### src/rtl/mem_ctrl_if.sv
// Request/acknowledge signals from the IF and MEM stages plus the 8-bit RAM/IO port,
// bundled so mem_ctrl and its surroundings share one definition.
interface mem_ctrl_if;
  logic        if_req_i;
  logic [31:0] if_addr_i;
  logic        flush_i;
  logic        if_ack_o;
  logic [31:0] if_data_o;

  logic        mem_req_i;
  logic        mem_we_i;
  logic [1:0]  mem_size_i;
  logic [31:0] mem_addr_i;
  logic [31:0] mem_wdata_i;
  logic        mem_ack_o;
  logic [31:0] mem_rdata_o;

  logic [7:0]  mem_din;
  logic [7:0]  mem_dout;
  logic [31:0] mem_a;
  logic        mem_wr;

  modport slave (
    input  if_req_i, if_addr_i, flush_i,
    input  mem_req_i, mem_we_i, mem_size_i, mem_addr_i, mem_wdata_i,
    input  mem_din,
    output if_ack_o, if_data_o, mem_ack_o, mem_rdata_o,
    output mem_dout, mem_a, mem_wr
  );

  modport master (
    output if_req_i, if_addr_i, flush_i,
    output mem_req_i, mem_we_i, mem_size_i, mem_addr_i, mem_wdata_i,
    output mem_din,
    input  if_ack_o, if_data_o, mem_ack_o, mem_rdata_o,
    input  mem_dout, mem_a, mem_wr
  );
endinterface

### src/rtl/mem_ctrl.sv
// Arbitrated byte-serial memory engine: splits 1/2/4-byte IF/MEM accesses into little-endian
// byte transfers on the single RAM/IO port and returns a one-cycle acknowledge to the owner.
module mem_ctrl (
  input  logic      clk_in,
  input  logic      rst_in,
  input  logic      rdy_in,
  mem_ctrl_if.slave bus
);

  typedef enum logic [1:0] {
    IDLE = 2'd0,
    RD   = 2'd1,
    WR   = 2'd2,
    ACK  = 2'd3
  } state_e;

  localparam logic OWNER_IF  = 1'b0;
  localparam logic OWNER_MEM = 1'b1;

  state_e      state_q, state_d;
  logic [31:0] addr_q, addr_d;
  logic [31:0] wdata_q, wdata_d;
  logic [31:0] data_q, data_d;
  logic [31:0] if_data_q, if_data_d;
  logic [31:0] mem_rdata_q, mem_rdata_d;
  logic [31:0] last_a_q, last_a_d;
  logic [7:0]  last_dout_q, last_dout_d;
  logic [2:0]  len_q, len_d;
  logic [2:0]  iss_q, iss_d;
  logic [2:0]  cap_q, cap_d;
  logic        owner_q, owner_d;
  logic        pend_q, pend_d;
  logic        paused_q, paused_d;

  logic [2:0]  req_len;
  logic [2:0]  iss_eff;
  logic        pend_eff;
  logic [31:0] a_out;
  logic [7:0]  dout_out;
  logic        wr_out;
  logic        if_ack;
  logic        mem_ack;

  always_comb begin
    case (bus.mem_size_i)
      2'd0:    req_len = 3'd1;
      2'd1:    req_len = 3'd2;
      default: req_len = 3'd4;
    endcase
  end

  // After a pause the byte whose read slot was lost is re-issued from the capture pointer.
  always_comb begin
    state_d     = state_q;
    addr_d      = addr_q;
    wdata_d     = wdata_q;
    data_d      = data_q;
    if_data_d   = if_data_q;
    mem_rdata_d = mem_rdata_q;
    len_d       = len_q;
    iss_d       = iss_q;
    cap_d       = cap_q;
    owner_d     = owner_q;
    pend_d      = pend_q;
    paused_d    = paused_q;
    a_out       = 32'd0;
    dout_out    = 8'd0;
    wr_out      = 1'b0;
    if_ack      = 1'b0;
    mem_ack     = 1'b0;
    iss_eff     = paused_q ? cap_q : iss_q;
    pend_eff    = pend_q & ~paused_q;

    case (state_q)
      IDLE: begin
        if (rdy_in) begin
          if (bus.mem_req_i) begin
            state_d  = bus.mem_we_i ? WR : RD;
            addr_d   = bus.mem_addr_i;
            wdata_d  = bus.mem_wdata_i;
            len_d    = req_len;
            owner_d  = OWNER_MEM;
            iss_d    = 3'd0;
            cap_d    = 3'd0;
            pend_d   = 1'b0;
            paused_d = 1'b0;
            data_d   = 32'd0;
          end else if (bus.if_req_i && !bus.flush_i) begin
            state_d  = RD;
            addr_d   = bus.if_addr_i;
            wdata_d  = 32'd0;
            len_d    = 3'd4;
            owner_d  = OWNER_IF;
            iss_d    = 3'd0;
            cap_d    = 3'd0;
            pend_d   = 1'b0;
            paused_d = 1'b0;
            data_d   = 32'd0;
          end
        end
      end
      RD: begin
        if (!rdy_in) begin
          a_out    = last_a_q;
          paused_d = 1'b1;
        end else begin
          paused_d = 1'b0;
          iss_d    = iss_eff;
          pend_d   = 1'b0;
          if (iss_eff < len_q) begin
            a_out  = addr_q + {29'd0, iss_eff};
            iss_d  = iss_eff + 3'd1;
            pend_d = 1'b1;
          end
          if (pend_eff) begin
            data_d[{cap_q[1:0], 3'b000} +: 8] = bus.mem_din;
            cap_d = cap_q + 3'd1;
            if (cap_q == len_q - 3'd1) begin
              state_d = ACK;
            end
          end
        end
      end
      WR: begin
        if (!rdy_in) begin
          a_out    = last_a_q;
          dout_out = last_dout_q;
        end else begin
          a_out    = addr_q + {29'd0, iss_q};
          dout_out = wdata_q[{iss_q[1:0], 3'b000} +: 8];
          wr_out   = 1'b1;
          iss_d    = iss_q + 3'd1;
          if (iss_q == len_q - 3'd1) begin
            state_d = ACK;
          end
        end
      end
      ACK: begin
        if (rdy_in) begin
          state_d = IDLE;
          if (owner_q == OWNER_MEM) begin
            mem_ack     = 1'b1;
            mem_rdata_d = data_q;
          end else if (!bus.flush_i) begin
            if_ack    = 1'b1;
            if_data_d = data_q;
          end
        end
      end
      default: state_d = IDLE;
    endcase

    // A taken branch kills only fetches; MEM-owned transfers always run to completion.
    if (bus.flush_i && (owner_q == OWNER_IF) && ((state_q == RD) || (state_q == ACK))) begin
      state_d = IDLE;
    end

    last_a_d    = a_out;
    last_dout_d = dout_out;
  end

  always_ff @(posedge clk_in or negedge rst_in) begin
    if (!rst_in) begin
      state_q     <= IDLE;
      addr_q      <= 32'd0;
      wdata_q     <= 32'd0;
      data_q      <= 32'd0;
      if_data_q   <= 32'd0;
      mem_rdata_q <= 32'd0;
      last_a_q    <= 32'd0;
      last_dout_q <= 8'd0;
      len_q       <= 3'd0;
      iss_q       <= 3'd0;
      cap_q       <= 3'd0;
      owner_q     <= OWNER_IF;
      pend_q      <= 1'b0;
      paused_q    <= 1'b0;
    end else begin
      state_q     <= state_d;
      addr_q      <= addr_d;
      wdata_q     <= wdata_d;
      data_q      <= data_d;
      if_data_q   <= if_data_d;
      mem_rdata_q <= mem_rdata_d;
      last_a_q    <= last_a_d;
      last_dout_q <= last_dout_d;
      len_q       <= len_d;
      iss_q       <= iss_d;
      cap_q       <= cap_d;
      owner_q     <= owner_d;
      pend_q      <= pend_d;
      paused_q    <= paused_d;
    end
  end

  assign bus.mem_a       = a_out;
  assign bus.mem_dout    = dout_out;
  assign bus.mem_wr      = wr_out;
  assign bus.if_ack_o    = if_ack;
  assign bus.mem_ack_o   = mem_ack;
  assign bus.if_data_o   = if_ack ? data_q : if_data_q;
  assign bus.mem_rdata_o = mem_ack ? data_q : mem_rdata_q;

endmodule

### src/flat_wrapper.sv
// flat-port wrapper written by rule: the top's interface ports become plain ports
module mem_ctrl_flat 
  (clk_in, rst_in, rdy_in, bus_if_req_i, bus_if_addr_i, bus_flush_i, bus_mem_req_i, bus_mem_we_i, bus_mem_size_i, bus_mem_addr_i, bus_mem_wdata_i, bus_mem_din, bus_if_ack_o, bus_if_data_o, bus_mem_ack_o, bus_mem_rdata_o, bus_mem_dout, bus_mem_a, bus_mem_wr);
  mem_ctrl_if bus_i ();
  input  logic clk_in;
  input  logic rst_in;
  input  logic rdy_in;
  input wire logic [$bits(bus_i.if_req_i)-1:0] bus_if_req_i;
  input wire logic [$bits(bus_i.if_addr_i)-1:0] bus_if_addr_i;
  input wire logic [$bits(bus_i.flush_i)-1:0] bus_flush_i;
  input wire logic [$bits(bus_i.mem_req_i)-1:0] bus_mem_req_i;
  input wire logic [$bits(bus_i.mem_we_i)-1:0] bus_mem_we_i;
  input wire logic [$bits(bus_i.mem_size_i)-1:0] bus_mem_size_i;
  input wire logic [$bits(bus_i.mem_addr_i)-1:0] bus_mem_addr_i;
  input wire logic [$bits(bus_i.mem_wdata_i)-1:0] bus_mem_wdata_i;
  input wire logic [$bits(bus_i.mem_din)-1:0] bus_mem_din;
  output wire logic [$bits(bus_i.if_ack_o)-1:0] bus_if_ack_o;
  output wire logic [$bits(bus_i.if_data_o)-1:0] bus_if_data_o;
  output wire logic [$bits(bus_i.mem_ack_o)-1:0] bus_mem_ack_o;
  output wire logic [$bits(bus_i.mem_rdata_o)-1:0] bus_mem_rdata_o;
  output wire logic [$bits(bus_i.mem_dout)-1:0] bus_mem_dout;
  output wire logic [$bits(bus_i.mem_a)-1:0] bus_mem_a;
  output wire logic [$bits(bus_i.mem_wr)-1:0] bus_mem_wr;
  assign bus_i.if_req_i = bus_if_req_i;
  assign bus_i.if_addr_i = bus_if_addr_i;
  assign bus_i.flush_i = bus_flush_i;
  assign bus_i.mem_req_i = bus_mem_req_i;
  assign bus_i.mem_we_i = bus_mem_we_i;
  assign bus_i.mem_size_i = bus_mem_size_i;
  assign bus_i.mem_addr_i = bus_mem_addr_i;
  assign bus_i.mem_wdata_i = bus_mem_wdata_i;
  assign bus_i.mem_din = bus_mem_din;
  assign bus_if_ack_o = bus_i.if_ack_o;
  assign bus_if_data_o = bus_i.if_data_o;
  assign bus_mem_ack_o = bus_i.mem_ack_o;
  assign bus_mem_rdata_o = bus_i.mem_rdata_o;
  assign bus_mem_dout = bus_i.mem_dout;
  assign bus_mem_a = bus_i.mem_a;
  assign bus_mem_wr = bus_i.mem_wr;
  mem_ctrl u_core (.clk_in(clk_in), .rst_in(rst_in), .rdy_in(rdy_in), .bus(bus_i));
endmodule
### config.mk
export PLATFORM = sky130hd
export DESIGN_NAME = mem_ctrl_flat
export DESIGN_NICKNAME = d
export VERILOG_FILES = /design/src/rtl/mem_ctrl_if.sv /design/src/rtl/mem_ctrl.sv /design/src/flat_wrapper.sv
export SDC_FILE = /design/constraint.sdc
export NUM_CORES = 1
export LEC_CHECK = 0
export ABC_CLOCK_PERIOD_IN_PS = 4700
export BUFFER_PORTS_ARGS = -buffer_cell sky130_fd_sc_hd__buf_2
export CAP_MARGIN = 15
export CORE_MARGIN = 2
export CORE_UTILIZATION = 56
export DETAILED_ROUTE_END_ITERATION = 16
export GPL_ROUTABILITY_DRIVEN = 1
export PLACE_DENSITY = 0.81
export SETUP_SLACK_MARGIN = 0.02
export SLEW_MARGIN = 30
export SYNTH_ARGS = -nofsm -noshare
export SYNTH_HDL_FRONTEND = slang
export SYNTH_SLANG_ARGS = --single-unit
### constraint.sdc
create_clock -name clk_in -period 4.7 [get_ports clk_in]
set_input_delay 0.705 -clock clk_in [delete_from_list [all_inputs] [get_ports clk_in]]
set_output_delay 0.705 -clock clk_in [all_outputs]
set_load 0.02 [all_outputs]
==> summary.txt, run 1 <==
Seq cells post-synth: 214
# fillers: 1558
Top cells by count, synth: dfrtp_1, nand2_1, o21ai_0
Fin Clk Skew: 0.009592 ns
Fin. Hold Viols: 0
Maximum VDD drop: 0.3970 mV
Final setup violating endpoints: 0
Post-CTS Setup Bufs: 0
Rows: 52
Setup WS pre-CTS: 0.8848 ns
Port buffer count: 219
All-layer global routing usage: 0.2559
Setup TNS: 0 ns
Post-DP HPWL: 19.43 mm
CP Class: reg2out
CP peak stage delay: 0.45 ns
CP max stage cell: fa_1
Yosys top cell by area: dfrtp_1
Critical Path Fanout Max: 8
Cts-stage hold buffer count: 0
Synth cell types: 63
CP delay by family, top: compound AO/OA/AOI/OAI gates
Resized cells post-CTS: 0
Crit path buf inv count: 2
Worst Path Required: 3.99 ns
Tmin final: 4.388 ns
Worst R2R Start: u_core.paused_q
Most used DFF post-synth: dfrtp_1
Final hold slack: 0.2693 ns
Cells after synthesis: 1077
Worst-Margin Slew: 0.8447 ns
TritonRoute pass-1 iters: 5
Post-synth EDFFs: 0
Largest net degree at the start of global routing: 113
Total routed wirelength: 27.64 mm
Fin. max-slew vios: 0
Register-to-register setup slack: 1.57 ns
RSZ-0062 raised after global routing: false
Hold Crit Class: in2async
DRT iter0 DRCs: 560
# diodes: 0
Synthesized area per cell: 10.59 sq um
First-pass GRT wire length: 44.83 mm
Clk root buf: clkbuf_16
Power density cells: 564.0 nW/um^2
DRC: 0
Layout net count: 1394
Die ar.: 21530 sq um
Worst skew pair latency: 0.51 ns
CTS clk-pin slew, worst paths: 0.06 ns
Max cap viols: 0
Post-synthesis sequential area ratio: 0.4695
Routed length per instance: 17.92 um
Pleak: 6.686 nW
Worst Setup Start Kind: register
CTS tree: built
Critical path capture point type: output port
Area Growth Syn to Fin: 17.79%
Final instance area: 13440 sq um
DR vias/cell: 5.730
Layout cells sized above 1: 0.3056
Slew margin rel.: 0.4369
Max Clock Freq: 227.9 MHz
CP Cell Sequence: o21ai_0 > inv_1 > fa_1 > nor2b_1 > o2111ai_2 > nor4_1 > xor2_1 > a22o_1 > o21a_1 > buf_2
Yosys top cell area share: 0.4695
Initial core utilization: 0.5673
Final worst-path cycle share: 0.9337
Min setup slack post-route: 0.3117 ns
CTS buffer count: 23
# clock sinks: 214
Io pins: 220
Initial antenna violation count: 0
Die Height: 146.7 um
DP Area: 12690 sq um
R2r endpoint: u_core.last_a_q[26]
Yosys warns: 0
Syn Std Cell Area: 11410 sq um
Gr ovfl total: 0
R2r worst-path depth: 9
Most area-consuming cells after synthesis: dfrtp_1, mux2_2, mux2i_1
Status: completed
Syn_nets: 1213
Die X: 146.7 um
Antenna-violating nets left: 0
Ys async rst share: 1.000
Most frequent cell after synthesis: dfrtp_1
Max H-tree Level: 1
Number of global-route vias before repair: 8668
Maximum root-to-sink buffer count: 3
Via Count: 8841
Final Wtd Congestion: 0.9206
Crit path DAT: 3.68 ns
CORE AREA: 20100 sq um
-- cell type report --
cell class              instances  area, sq um  share of cell area
clock buffers                  33        683.2             0.05085
clock inverters                 7        41.29            0.003073
inverters                      45        168.9             0.01257
multi-input cells             738         5578              0.4152
flip-flops and latches        214         5355              0.3986
well taps                     270        337.8             0.02514
repair buffers                236         1271             0.09462
-- sequential cells by signal (all words and copies together) (netlist names) --
register            flops
u_core.state_q          2
u_core.mem_rdata_q     32
u_core.wdata_q         32
u_core.paused_q         1
u_core.last_dout_q      8
u_core.len_q            3
u_core.cap_q            3
u_core.if_data_q       32
u_core.owner_q          1
u_core.pend_q           1
u_core.iss_q            3
u_core.addr_q          32
u_core.last_a_q        32
u_core.data_q          32
-- logic make-up (layout without fill, tap and decap cells) --
group	Yosys count	after routing	synth area share
muxes	159	159	0.1577
AOI/OAI and AO/OA	234	234	0.1398
DFF	214	214	0.4695
buffers and inverters	125	321	0.04355
and+or+nand+nor	254	254	0.1107
xor gates and xnor gates	68	68	0.05222
adders and majority gates	23	23	0.02655
-- layer usage --
| metal | global-route usage | up-vias | routed length [um] |
|---|---|---|---|
| met5 | 0 | - | 0 |
| met1 | 0.3678 | 4266 | 12400 |
| met4 | 0.08544 | 0 | 828 |
| li1 | - | 4176 | - |
| met2 | 0.4042 | 345 | 12490 |
| met3 | 0.03665 | 54 | 1925 |
-- worst register-to-register path, cell delays in order, from the launching register on --
cell and delay (ns):
dfrtp_1 0.44, o21ai_0 0.43, inv_1 0.14, fa_1 0.45, nor2b_1 0.34, o2111ai_2 0.32, nor4_1 0.41, xor2_1 0.11
a22o_1 0.19, o21a_1 0.19
-- report_power, final --
part | internal [mW] | total [mW] | leakage, nW | switching [mW]
clock network | 1.01 | 1.72 | 0.362 | 0.713
registers | 2.39 | 2.92 | 2.87 | 0.524
logic | 1.23 | 2.94 | 3.46 | 1.71
total | 4.63 | 7.58 | 6.69 | 2.95
-- through the flow --
| step | total power, mW | instances | util |
|---|---|---|---|
| after floorplan | 4.939 | 1077 | - |
| after global placement | 5.742 | 1502 | 0.6311 |
| after detailed placement | 5.847 | 1502 | 0.6312 |
| after CTS | 7.586 | 1542 | 0.6672 |
| after global routing | 8.041 | 1543 | 0.6683 |
| final | 7.578 | 1543 | 0.6683 |
-- worst max path at each step --
stage | end | from | cells after the start
after floorplan | bus_mem_a[22] | u_core.iss_q[1] | 11
after global routing | bus_mem_a[18] | u_core.paused_q | 10
final | bus_mem_a[26] | u_core.paused_q | 10
after detailed placement | bus_mem_a[26] | u_core.paused_q | 10
after CTS | bus_mem_a[26] | u_core.paused_q | 10
after global placement | bus_mem_a[26] | u_core.cap_q[0] | 12
-- cells in the final DEF, fill, tap and decap left out, drive strengths merged, types with 29 or more instances in the layout --
cell type | netlist | layout
clkbuf | 53 | 33
o21ai | 102 | 102
xor2 | 32 | 32
mux2 | 86 | 86
inv | 44 | 45
xnor2 | 36 | 36
dfrtp | 214 | 214
nor2 | 29 | 29
mux2i | 65 | 65
buf | 27 | 236
a22o | 45 | 45
nand2 | 121 | 121
Power figures use the tool's default switching activity.
==> run 2: changes to the inputs <==
--- a/config.mk
+++ b/config.mk
@@ -9,10 +9,9 @@
 export BUFFER_PORTS_ARGS = -buffer_cell sky130_fd_sc_hd__buf_2
 export CAP_MARGIN = 15
 export CORE_MARGIN = 2
-export CORE_UTILIZATION = 56
+export CORE_UTILIZATION = 40
 export DETAILED_ROUTE_END_ITERATION = 16
 export GPL_ROUTABILITY_DRIVEN = 1
-export PLACE_DENSITY = 0.81
 export SETUP_SLACK_MARGIN = 0.02
 export SLEW_MARGIN = 30
 export SYNTH_ARGS = -nofsm -noshare
==> run 2 against run 1 <==
Compared with the run above:
- first-iteration DRC count is 10% lower
- sequential share of layout area is 0.57 points lower
- power is 1.9% higher
- flip-flop and latch count stayed put
- combinational power hardly changed
- final area is 1.4% higher
- sequential power hardly changed
- maximum frequency is 0.53% higher
- via count is 2.4% lower
- die area is 39% higher
- routed wire length is 5.3% higher
- critical path type unchanged
==> summary.txt, run 2 (synthesis gave the netlist of run 1 again) <==
Status: completed
R2r endpoint: u_core.last_a_q[26]
Grt peak-use layer: met2
DP Area: 12830 sq um (+1.1%)
Setup TNS: 0 ns (unchanged)
R2r worst-path depth: 11 (+2)
Fin Clk Skew: 0.008981 ns (-0.0006112 ns)
TritonRoute pass-1 iters: 5 (unchanged)
Footprint of the multi-input gates: 5583 sq um (about the same)
Fin. max-slew vios: 0 (unchanged)
Final worst-path cycle share: 0.9287 (-0.004926)
Die X: 172.9 um (+18%)
Largest net degree at the start of global routing: 102 (-9.7%)
Critical path destination: bus_mem_a[26]
Post-DP HPWL: 20.59 mm (+6.0%)
Worst R2R Start: u_core.cap_q[0]
RSZ-0062 raised after global routing: false
Hold Crit Class: in2async
Critical Path Fanout Max: 9 (+1)
Reg area: 5355 sq um (unchanged)
Crit path DAT: 3.66 ns (-0.02 ns)
Power density cells: 566.5 nW/um^2 (+0.44%)
Slew margin rel.: 0.3843 (-0.05257)
Initial antenna violation count: 1 (+1)
Total routed wirelength: 29.10 mm (+5.3%)
Gr ovfl total: 0 (unchanged)
Antenna-violating nets left: 0 (unchanged)
DRT iter0 DRCs: 502 (-10%)
Via Count: 8626 (-2.4%)
Layout cells sized above 1: 0.3075 (+0.001874)
Initial core utilization: 0.4083 (-0.1590)
Area Growth Syn to Fin: 19.49%
Final Wtd Congestion: 0.8588 (-6.7%)
Max cap viols: 0 (unchanged)
Die ar.: 29880 sq um (+39%)
Worst Path Required: 3.99 ns (about the same)
DR vias/cell: 5.215 (-9.0%)
First-pass GRT wire length: 46.93 mm (+4.7%)
Max Clock Freq: 229.1 MHz (+0.53%)
GR Layer Usage met1: 0.2772 (-0.09060)
Critical path capture point type: output port
Rows: 61 (+17%)
Routed length per instance: 17.59 um (-1.8%)
Tmin final: 4.365 ns (-0.02315 ns)
# clock sinks: 214 (unchanged)
Port buffer count: 219 (unchanged)
Register-to-register setup slack: 1.60 ns (+0.03 ns)
Maximum VDD drop: 0.3058 mV (-23%)
DRC: 0 (unchanged)
CTS buffer count: 24 (+4.3%)
Post-CTS Setup Bufs: 0 (unchanged)
Origin of the worst setup path: u_core.cap_q[0]
Worst Setup Start Kind: register
Worst skew pair latency: 0.52 ns (about the same)
Pleak: 6.703 nW (+0.26%)
Die Height: 172.9 um (+18%)
Io pins: 220 (unchanged)
CP Class: reg2out
Final hold slack: 0.2536 ns (-0.01575 ns)
Met3 Use GR: 0.03210 (-0.004544)
Met2 usage in global routing: 0.2995 (-0.1047)
Number of global-route vias before repair: 8569 (-1.1%)
Clk root buf: clkbuf_16
Final setup violating endpoints: 0 (unchanged)
CTS tree: built
Commonest non-fill, non-tap cell in the layout: buf_2
Max H-tree Level: 1 (unchanged)
Most frequent cells in the layout: buf_2, dfrtp_1, nand2_1
Layout net count: 1394 (unchanged)
CTS clk-pin slew, worst paths: 0.07 ns (about the same)
Fin. Hold Viols: 0 (unchanged)
Worst-Margin Slew: 0.9235 ns (+0.07886 ns)
# fillers: 2679 (+72%)
All-layer global routing usage: 0.1918 (-0.06409)
Final instance area: 13630 sq um (+1.4%)
CORE AREA: 27930 sq um (+39%)
Maximum root-to-sink buffer count: 3 (unchanged)
run 2: worst min path at each step:
| stage | to | slack [ns] |
|---|---|---|
| 5_1_grt | u_core.mem_rdata_q[23] | 0.32 |
| 6_report | u_core.mem_rdata_q[23] | 0.25 |
| 4_1_cts | u_core.if_data_q[24] | 0.29 |
| 2_1_floorplan | u_core.addr_q[0] | 0.41 |
| 3_5_place_dp | u_core.mem_rdata_q[6] | 0.46 |
| 3_3_place_gp | u_core.mem_rdata_q[3] | 0.45 |
run 2: what timing repair did:
action,in CTS,in global routing
hold buffers,0,0
setup endpoints to repair,0,3
resized for setup,0,2
run 2: critical path, stage by stage, from the launching register on:
cell       delay [ns]
dfrtp_1          0.52
mux2i_1          0.20
inv_1            0.13
ha_1             0.19
inv_1            0.06
fa_1             0.41
nor2b_2          0.25
o2111ai_2        0.30
nor4_1           0.41
xor2_1           0.11
a22o_1           0.19
o21a_1           0.20
buf_2            0.16
run 2: report_power, final:
group,internal [mW],switching [mW]
Sequential,2.39,0.508
Combinational,1.23,1.72
Clock,1.12,0.758
run 2: stage by stage:
step	instances	power [mW]	setup WS, ns	utilization
2_1_floorplan	1077	4.939	0.7180	-
3_3_place_gp	1610	5.819	0.8872	0.4592
3_5_place_dp	1610	5.877	0.7990	0.4592
4_1_cts	1653	7.784	0.2316	0.4877
5_1_grt	1653	8.233	0.1050	0.4878
6_report	1654	7.721	0.3349	0.4879
run 2: cell type report:
cell class | instances | share of cell area
clock buffer | 35 | 0.05306
multi-input combinational | 738 | 0.4096
tap | 378 | 0.03470
timing repair buffer | 235 | 0.09171
clock inverter | 8 | 0.005416
antenna | 1 | 0.0001836
inverter | 45 | 0.01239
sequential | 214 | 0.3929
run 2: per-layer routing:
metal  routed length, um  vias to the layer above
met3                1719                       50
met2               12860                      265
met5                  13                        -
met1               13810                     4117
li1                    -                     4192
met4                 695                        2
